===== src/rtl/alu_operand_stage.sv =====
`timescale 1ns/1ps
// Operand-fetch stage feeding the 16-bit ALU: decodes, reads the 16x16 register file with writeback bypass.
// Optional macro IMM_OPERAND_EN selects a sign-extended imm13 as operand2 when in_instr[13] is set.
module alu_operand_stage #(
  parameter int DATA_W = 16,
  parameter int NREGS  = 16,
  parameter int OPC_W  = 6
) (
  input  logic              clk,
  input  logic              rst_n,
  input  logic              in_valid,
  output logic              in_ready,
  input  logic [31:0]       in_instr,
  output logic              out_valid,
  input  logic              out_ready,
  output logic [OPC_W-1:0]  out_opcode,
  output logic [DATA_W-1:0] out_op1,
  output logic [DATA_W-1:0] out_op2,
  output logic [3:0]        out_rd,
  output logic              out_divz,
  output logic              out_illegal,
  input  logic              wb_en,
  input  logic [3:0]        wb_addr,
  input  logic [DATA_W-1:0] wb_data
);

  localparam logic [OPC_W-1:0] OPC_DIV = OPC_W'(3);
  localparam logic [OPC_W-1:0] OPC_NOT = OPC_W'(7);

  logic [DATA_W-1:0] rf_q [NREGS];

  logic              out_valid_q;
  logic [OPC_W-1:0]  opcode_q;
  logic [DATA_W-1:0] op1_q, op2_q;
  logic [3:0]        rd_q;
  logic              divz_q, illegal_q;

  logic [OPC_W-1:0]  opc;
  logic [3:0]        rd, rs1, rs2;
  logic [DATA_W-1:0] rs1_val, rs2_val;
  logic [DATA_W-1:0] op2_d;
  logic              divz_d, illegal_d;
  logic              accept;

  assign opc = in_instr[31:26];
  assign rd  = in_instr[25:22];
  assign rs1 = in_instr[21:18];
  assign rs2 = in_instr[17:14];

  // R0 is hardwired to zero, so it must also win over a same-cycle writeback to R0
  assign rs1_val = (rs1 == 4'd0) ? '0 :
                   (wb_en && wb_addr == rs1) ? wb_data : rf_q[rs1];
  assign rs2_val = (rs2 == 4'd0) ? '0 :
                   (wb_en && wb_addr == rs2) ? wb_data : rf_q[rs2];

  always_comb begin
    op2_d = rs2_val;
`ifdef IMM_OPERAND_EN
    if (in_instr[13])
      op2_d = {{(DATA_W-13){in_instr[12]}}, in_instr[12:0]};
`endif
    if (opc == OPC_NOT)
      op2_d = '0;
    divz_d    = (opc == OPC_DIV) && (op2_d == '0);
    illegal_d = (opc > OPC_NOT);
  end

`ifndef IMM_OPERAND_EN
  logic unused_imm;
  assign unused_imm = ^in_instr[13:0];
`endif

  assign in_ready = !out_valid_q || out_ready;
  assign accept   = in_valid && in_ready;

  always_ff @(posedge clk or negedge rst_n) begin
    if (!rst_n) begin
      for (int i = 0; i < NREGS; i++)
        rf_q[i] <= '0;
    end else if (wb_en && wb_addr != 4'd0) begin
      rf_q[wb_addr] <= wb_data;
    end
  end

  always_ff @(posedge clk or negedge rst_n) begin
    if (!rst_n) begin
      out_valid_q <= 1'b0;
      opcode_q    <= '0;
      op1_q       <= '0;
      op2_q       <= '0;
      rd_q        <= '0;
      divz_q      <= 1'b0;
      illegal_q   <= 1'b0;
    end else if (accept) begin
      out_valid_q <= 1'b1;
      opcode_q    <= opc;
      op1_q       <= rs1_val;
      op2_q       <= op2_d;
      rd_q        <= rd;
      divz_q      <= divz_d;
      illegal_q   <= illegal_d;
    end else if (out_ready) begin
      out_valid_q <= 1'b0;
    end
  end

  assign out_valid   = out_valid_q;
  assign out_opcode  = opcode_q;
  assign out_op1     = op1_q;
  assign out_op2     = op2_q;
  assign out_rd      = rd_q;
  assign out_divz    = divz_q;
  assign out_illegal = illegal_q;

endmodule


===== config.mk =====
export PLATFORM = sky130hd
export DESIGN_NAME = alu_operand_stage
export DESIGN_NICKNAME = d
export VERILOG_FILES = /design/src/rtl/alu_operand_stage.sv
export SDC_FILE = /design/constraint.sdc
export NUM_CORES = 1
export LEC_CHECK = 0
export BUFFER_PORTS_ARGS = -buffer_cell sky130_fd_sc_hd__buf_2
export CAP_MARGIN = 15
export CORE_MARGIN = 2
export CORE_UTILIZATION = 60
export CTS_CLUSTER_DIAMETER = 40
export DETAILED_ROUTE_END_ITERATION = 10
export PLACE_DENSITY = 0.88
export SLEW_MARGIN = 20
export SYNTH_ARGS = -nofsm -noshare
export SYNTH_HDL_FRONTEND = slang
export SYNTH_SLANG_ARGS = --single-unit

===== constraint.sdc =====
create_clock -name clk -period 4.4 [get_ports clk]
set_input_delay 0.44 -clock clk [delete_from_list [all_inputs] [get_ports clk]]
set_output_delay 0.44 -clock clk [all_outputs]
set_load 0.01 [all_outputs]

==> impl_metrics.toml, run 1 <==
[timing]
finalClockSkew_ps = 12.4
setup-violations-final = 0
fin_setup_tns_ps = 0
max_freq_ghz = 0.335
slew_violations = 0
fin_crit_sh = 0.679
slew_headroom = 0.229
tightest_slew_ps = 1160
fin_crit_ps = 2990
hold_viol = 0
rsz0062_at_grt = "false"

[power_and_ir_drop]
power_switching_mw = 2.50
power_frac_seq = 0.430
sw_frac_of_total = 0.279
power_frac_clock = 0.364
p_comb_frac = 0.205
vdd_drop_max_uv = 310
power.leakage_nw = 7.59
powerDensity_mw_per_mm2 = 512
internal-power_mw = 6.44
totalPowerFinal_mw = 8.94

[floorplan]
die_w_um = 164
io_pins = 103
core_area_mm2 = 0.0252
rows = 58
start_util = 0.611
fp.dieH_um = 164
die_area_mm2 = 0.0269

[cells_and_area]
final_nets = 1126
drive_above_1_share = 0.532
ff_latch_area_mm2 = 0.00753
multiInputGateArea_mm2 = 0.00743
area.growth.synth_to_final_pct = 13.6
nFillCells = 1554
finalNonFillerCells = 1432

[logic_synthesis]
async_flop_share = 1.00
synth_area_per_cell_um2 = 15.2
ys.warnings.count = 0
ys_ff_latch = 301
seq_area_frac_synth = 0.490
syn-cell-area_mm2 = 0.0154
ys.flop_type = "dfrtp_1"
synth_cells = 1010
syn_nets = 1067
ys_types = 39
synth_edf_count = 0

[placement]
hpwlAfterDp_um = 24500
io_buffers = 88
dp_cells = 1356
gp_congestion = 0.823

[critical_path]
worst_path_max_delay_cell = "buf_2"
critPathLaunchType = "primary input"
end_kind = "flop"
critPathRequiredTime_ps = 4840
cp_cell_sequence = "buf_2, xor2_1, nor2_1, a41oi_1, buf_4, a22oi_1, nand4_1, or3_1, o31ai_2"
cp_top_family = "buffers and inverters"
slowest_delay_ps = 810
critPathBufInv = 2
path_max_fanout = 41
crit_arrival_ps = 3430
worstSetupPathType = "in -> reg"
r2r_setup_slack_ps = 1910

[route]
post_drt_wl_per_cell_um = 28.8
drt-pass1-iter-count = 5
via_count = 10187
viasPerCell = 7.11
drcViolationCount = 0
drt_iter0_drc = 1241
routed_wl_um = 41300
ant_nets = 0

[outcome]
status = "completed"

[min_path]
hp-class = "in -> reg"

[clock_tree]
root_buffer = "clkbuf_16"
clk_pin_slew_worst_paths_ps = 60
cts_sinks = 301
post_cts_buffers = 0
clk_latency_ps = 530
cts_tree = "yes"
cts_htree_levels = 2
cts_made_buffers = 40
max-clock-path-buffers = 3

[grt]
antenna_found_initial = 2
first_global_vias = 10773
grt_max_degree = 90
gr-total-overflow = 0
grt_pass1_wl_um = 62800
track_usage = 0.317

[run]
maxCapViolations = 0
## through the flow
| stage | setup WS, ps | hold slack [ps] | util | instance area (um2) |
|---|---|---|---|---|
| floorplan | 2000 | 144 | - | 15400 |
| global placement | 1070 | 374 | 0.640 | 16100 |
| detailed placement | 1010 | 384 | 0.640 | 16100 |
| CTS | 1530 | 136 | 0.694 | 17500 |
| global route | 1280 | 152 | 0.694 | 17500 |
| finish | 1410 | 140 | 0.694 | 17500 |
## state kept, by name (all words and copies together) (netlist names)
name and cells:
out_illegal 1, out_rd 4, rf_q 256, out_opcode 6, out_valid 1, out_divz 1
out_op1 16, out_op2 16
## cell type report
cell class	count	area share
Sequential cell	301	0.431
Tap cell	330	0.0236
Multi-Input combinational cell	605	0.425
Clock buffer	51	0.0649
Clock inverter	22	0.0126
Antenna cell	2	0.000286
Timing Repair Buffer	121	0.0425
## cells in the mapped netlist, types with 2 or more instances
cell	number	area [um2]
dfrtp_1	301	7530
mux2_2	250	2820
mux4_2	131	2950
clkbuf_1	78	293
nand2_1	54	203
a22oi_1	45	338
o21ai_0	32	160
mux2i_1	18	180
buf_2	14	70.1
mux4_1	13	342
nor2_1	12	45.0
buf_4	5	37.5
nand3_1	5	25.0
nor2b_1	5	31.3
xor2_1	5	43.8
nand2b_1	4	25.0
nand3b_1	4	30.0
nand4_1	4	25.0
or3_1	4	25.0
xnor2_1	3	26.3
and2_1	2	12.5
buf_1	2	7.51
buf_6	2	22.5
nor3_1	2	10.0
## cell families after synthesis
family / share of synthesized area
muxes: 0.409
DFF: 0.490
AOI/OAI and AO/OA: 0.0363
buffers and inverters: 0.0302
xor gates and xnor gates: 0.00456
and+or+nand+nor: 0.0306
## layout by cell type (no fill, tap or decap), types with 3 or more instances in the layout
master,n
mux4_1,13
nor2_2,9
xnor2_1,3
nor2_1,3
nand2_1,53
inv_6,12
nand3b_1,4
buf_2,85
nand4_1,4
clkinv_2,3
a22oi_1,45
clkbuf_16,41
nand2b_1,4
mux2i_1,18
o21ai_0,32
clkbuf_8,7
buf_12,3
nor2b_1,4
nand3_1,5
clkbuf_1,3
mux2_2,250
clkinvlp_4,3
dfrtp_1,301
or3_1,3
mux4_2,131
xor2_1,5
buf_4,31
## path summary, 6_finish.rpt
check / start / end / depth (start not counted)
worst max-delay path: in_instr[17] / out_divz / 9
worst min-delay path: in_instr[25] / out_rd[3] / 2
worst max register to register: rf_q[235] / out_divz / 7
worst min register to register: rf_q[241] / rf_q[241] / 0
max in group asynchronous: rst_n / out_op1[14] / 3
min in group asynchronous: rst_n / rf_q[16] / 2
## timing repair
action                    4_1_cts  5_1_grt
resized for setup               0        0
hold buffers                    1        0
hold endpoints to repair       85        0
## power by group through the flow
stage               combinational, mW  clock (mW)  sequential (mW)
finish                           1.84        3.26             3.85
global route                     1.96        3.40             3.90
CTS                              1.83        3.28             3.82
detailed placement               1.80           0             3.85
global placement                 1.72           0             3.79
floorplan                        1.31           0             3.74
## per-layer routing
| layer | vias up | global-route usage | wire [um] |
|---|---|---|---|
| met5 | - | 0 | 0 |
| met2 | 711 | 0.508 | 19900 |
| li1 | 4034 | - | - |
| met3 | 171 | 0.0699 | 4230 |
| met4 | 0 | 0.163 | 2210 |
| met1 | 5271 | 0.412 | 14900 |
No activity file was read; power rests on OpenSTA's default activity.
==> run 2: changes to the inputs <==
==> constraint.sdc (replaced) <==
create_clock -name clk -period 2.8 [get_ports clk]
set_input_delay 0.28 -clock clk [delete_from_list [all_inputs] [get_ports clk]]
set_output_delay 0.28 -clock clk [all_outputs]
set_load 0.01 [all_outputs]
==> impl_metrics.toml, run 2 (synthesis results as in run 1) <==
[outcome]
status = "completed"

[clock_tree]
cts_htree_levels = 2
cts_sinks = 301
root_buffer = "clkbuf_16"
clk_pin_slew_worst_paths_ps = 60
max-clock-path-buffers = 3
cts_tree = "yes"
cts_made_buffers = 37
clk_latency_ps = 520
post_cts_buffers = 0

[cells_and_area]
drive_above_1_share = 0.538
largest_reg_flops = 256
nFillCells = 1521
antenna_cells = 0
final_cell_mix = "dfrtp_1 (301), mux2_2 (250), mux4_2 (131), buf_2 (85), nand2_1 (53)"
final_nets = 1151
finalNonFillerCells = 1452
regMostFlops = "rf_q"
area.growth.synth_to_final_pct = 15.4
layout_commonest_cell = "dfrtp_1"

[critical_path]
reg2reg_from = "rf_q[219]"
worstRegToRegCells = 7
path_max_fanout = 3
end_kind = "flop"
reg2reg_to = "out_divz"
crit_arrival_ps = 2930
worst_path_max_delay_cell = "mux4_1"
cp_cell_sequence = "mux4_1, a22oi_1, nand2_1, a22oi_1, nand4_1, or3_1, o31ai_2"
r2r_setup_slack_ps = 290
worst_path_most_repeated_cell = "a22oi_1"
slowest_delay_ps = 520
critPathLaunchType = "flop"
critPathRequiredTime_ps = 3220
worstSetupPathType = "reg -> reg"

[power_and_ir_drop]
powerDensity_mw_per_mm2 = 797
power.leakage_nw = 7.74
vdd_drop_max_uv = 482
totalPowerFinal_mw = 14.2

[floorplan]
fp.dieH_um = 164
core_area_mm2 = 0.0252
io_pins = 103
die_w_um = 164
rows = 58
die_area_mm2 = 0.0269
start_util = 0.611

[grt]
gr-total-overflow = 0
first_global_vias = 10897
grt_max_degree = 87
track_usage = 0.327
antenna_found_initial = 0
grt_pass1_wl_um = 64900

[run]
maxCapViolations = 0

[min_path]
hp-start = "in_instr[23]"
min_to = "out_rd[1]"
hp-class = "in -> reg"
hold_path_depth = 2

[placement]
hpwlAfterDp_um = 25100
io_buffers = 88
gp_congestion = 0.835
dp_cells = 1383

[timing]
setup-violations-final = 0
max_freq_ghz = 0.398
finalClockSkew_ps = 11.0
tightest_slew_ps = 1080
slew_violations = 0
hold_viol = 0
slew_headroom = 0.282
rsz0062_at_grt = "false"
fin_crit_sh = 0.897
fin_crit_ps = 2510

[route]
viasPerCell = 7.13
routed_wl_um = 42500
ant_nets = 0
drt_iter0_drc = 1120
post_drt_wl_per_cell_um = 29.3
via_count = 10349
drcViolationCount = 0
drt-pass1-iter-count = 5
==> run 2: changes by cell type in the layout (fill, tap and decap cells not counted), sizes merged <==
cell,before,now
buf,120,147
bufinv,2,6
clkbuf,51,46
clkinv,5,7
clkinvlp,3,2
diode,2,0
dlygate4sd3,1,2
inv,12,6
==> run 2: cell type report <==
type / count / area, um2 / share of cell area
timing repair buffer: 149 / 1060 / 0.0595
multi-input combinational: 605 / 7440 / 0.419
tap: 330 / 413 / 0.0233
clock buffer: 46 / 1020 / 0.0576
clock inverter: 21 / 290 / 0.0164
sequential: 301 / 7530 / 0.424
==> run 2: report_power, final <==
| part | internal [mW] | switching, mW | total (mW) |
|---|---|---|---|
| Sequential | 5.31 | 0.754 | 6.06 |
| Clock | 3.18 | 1.92 | 5.10 |
| Combinational | 1.78 | 1.21 | 2.99 |
==> run 2: per-stage QoR <==
step	instance area [um2]	utilization	hold slack [ps]	setup TNS [ps]	setup slack (ps)
6_report	17700	0.705	12.2	0	288
5_1_grt	17700	0.705	13.0	0	228
2_1_floorplan	15400	-	-15.6	0	558
4_1_cts	17700	0.705	5.01	0	325
3_3_place_gp	16400	0.652	330	-12.5	-12.5
3_5_place_dp	16400	0.652	328	0	12.4
==> run 2: critical path, delay by kind of cell (launching register included) <==
family           cells  cell delay [ps]
multiplexers         1              520
AO/OA/AOI/OAI        3              750
AND/OR/NAND/NOR      3              740
flip-flops           1              410
==> run 2: how the worst max path moves through the flow <==
stage | from | endpoint | slack, ps | cells past startpoint
global placement | in_instr[17] | out_divz | -10 | 8
finish | rf_q[219] | out_divz | 290 | 7
global route | rf_q[111] | out_divz | 230 | 7
floorplan | in_instr[15] | out_divz | 560 | 9
detailed placement | in_instr[14] | out_divz | 10 | 9
CTS | rf_q[111] | out_divz | 320 | 7
==> run 2: what timing repair did <==
| action | CTS | global route |
|---|---|---|
| endpoints found under the hold margin | 82 | 0 |
| hold buffers | 2 | 0 |
| endpoints found under the setup margin | 0 | 0 |
| resized for setup | 0 | 0 |
==> run 2: routing by layer <==
metal / vias up / track usage / part of all wire
met4: 0 / 0.193 / 0.064
met3: 190 / 0.0831 / 0.10
met2: 710 / 0.509 / 0.47
met1: 5377 / 0.420 / 0.36
met5: - / 0 / 0
li1: 4072 / - / -
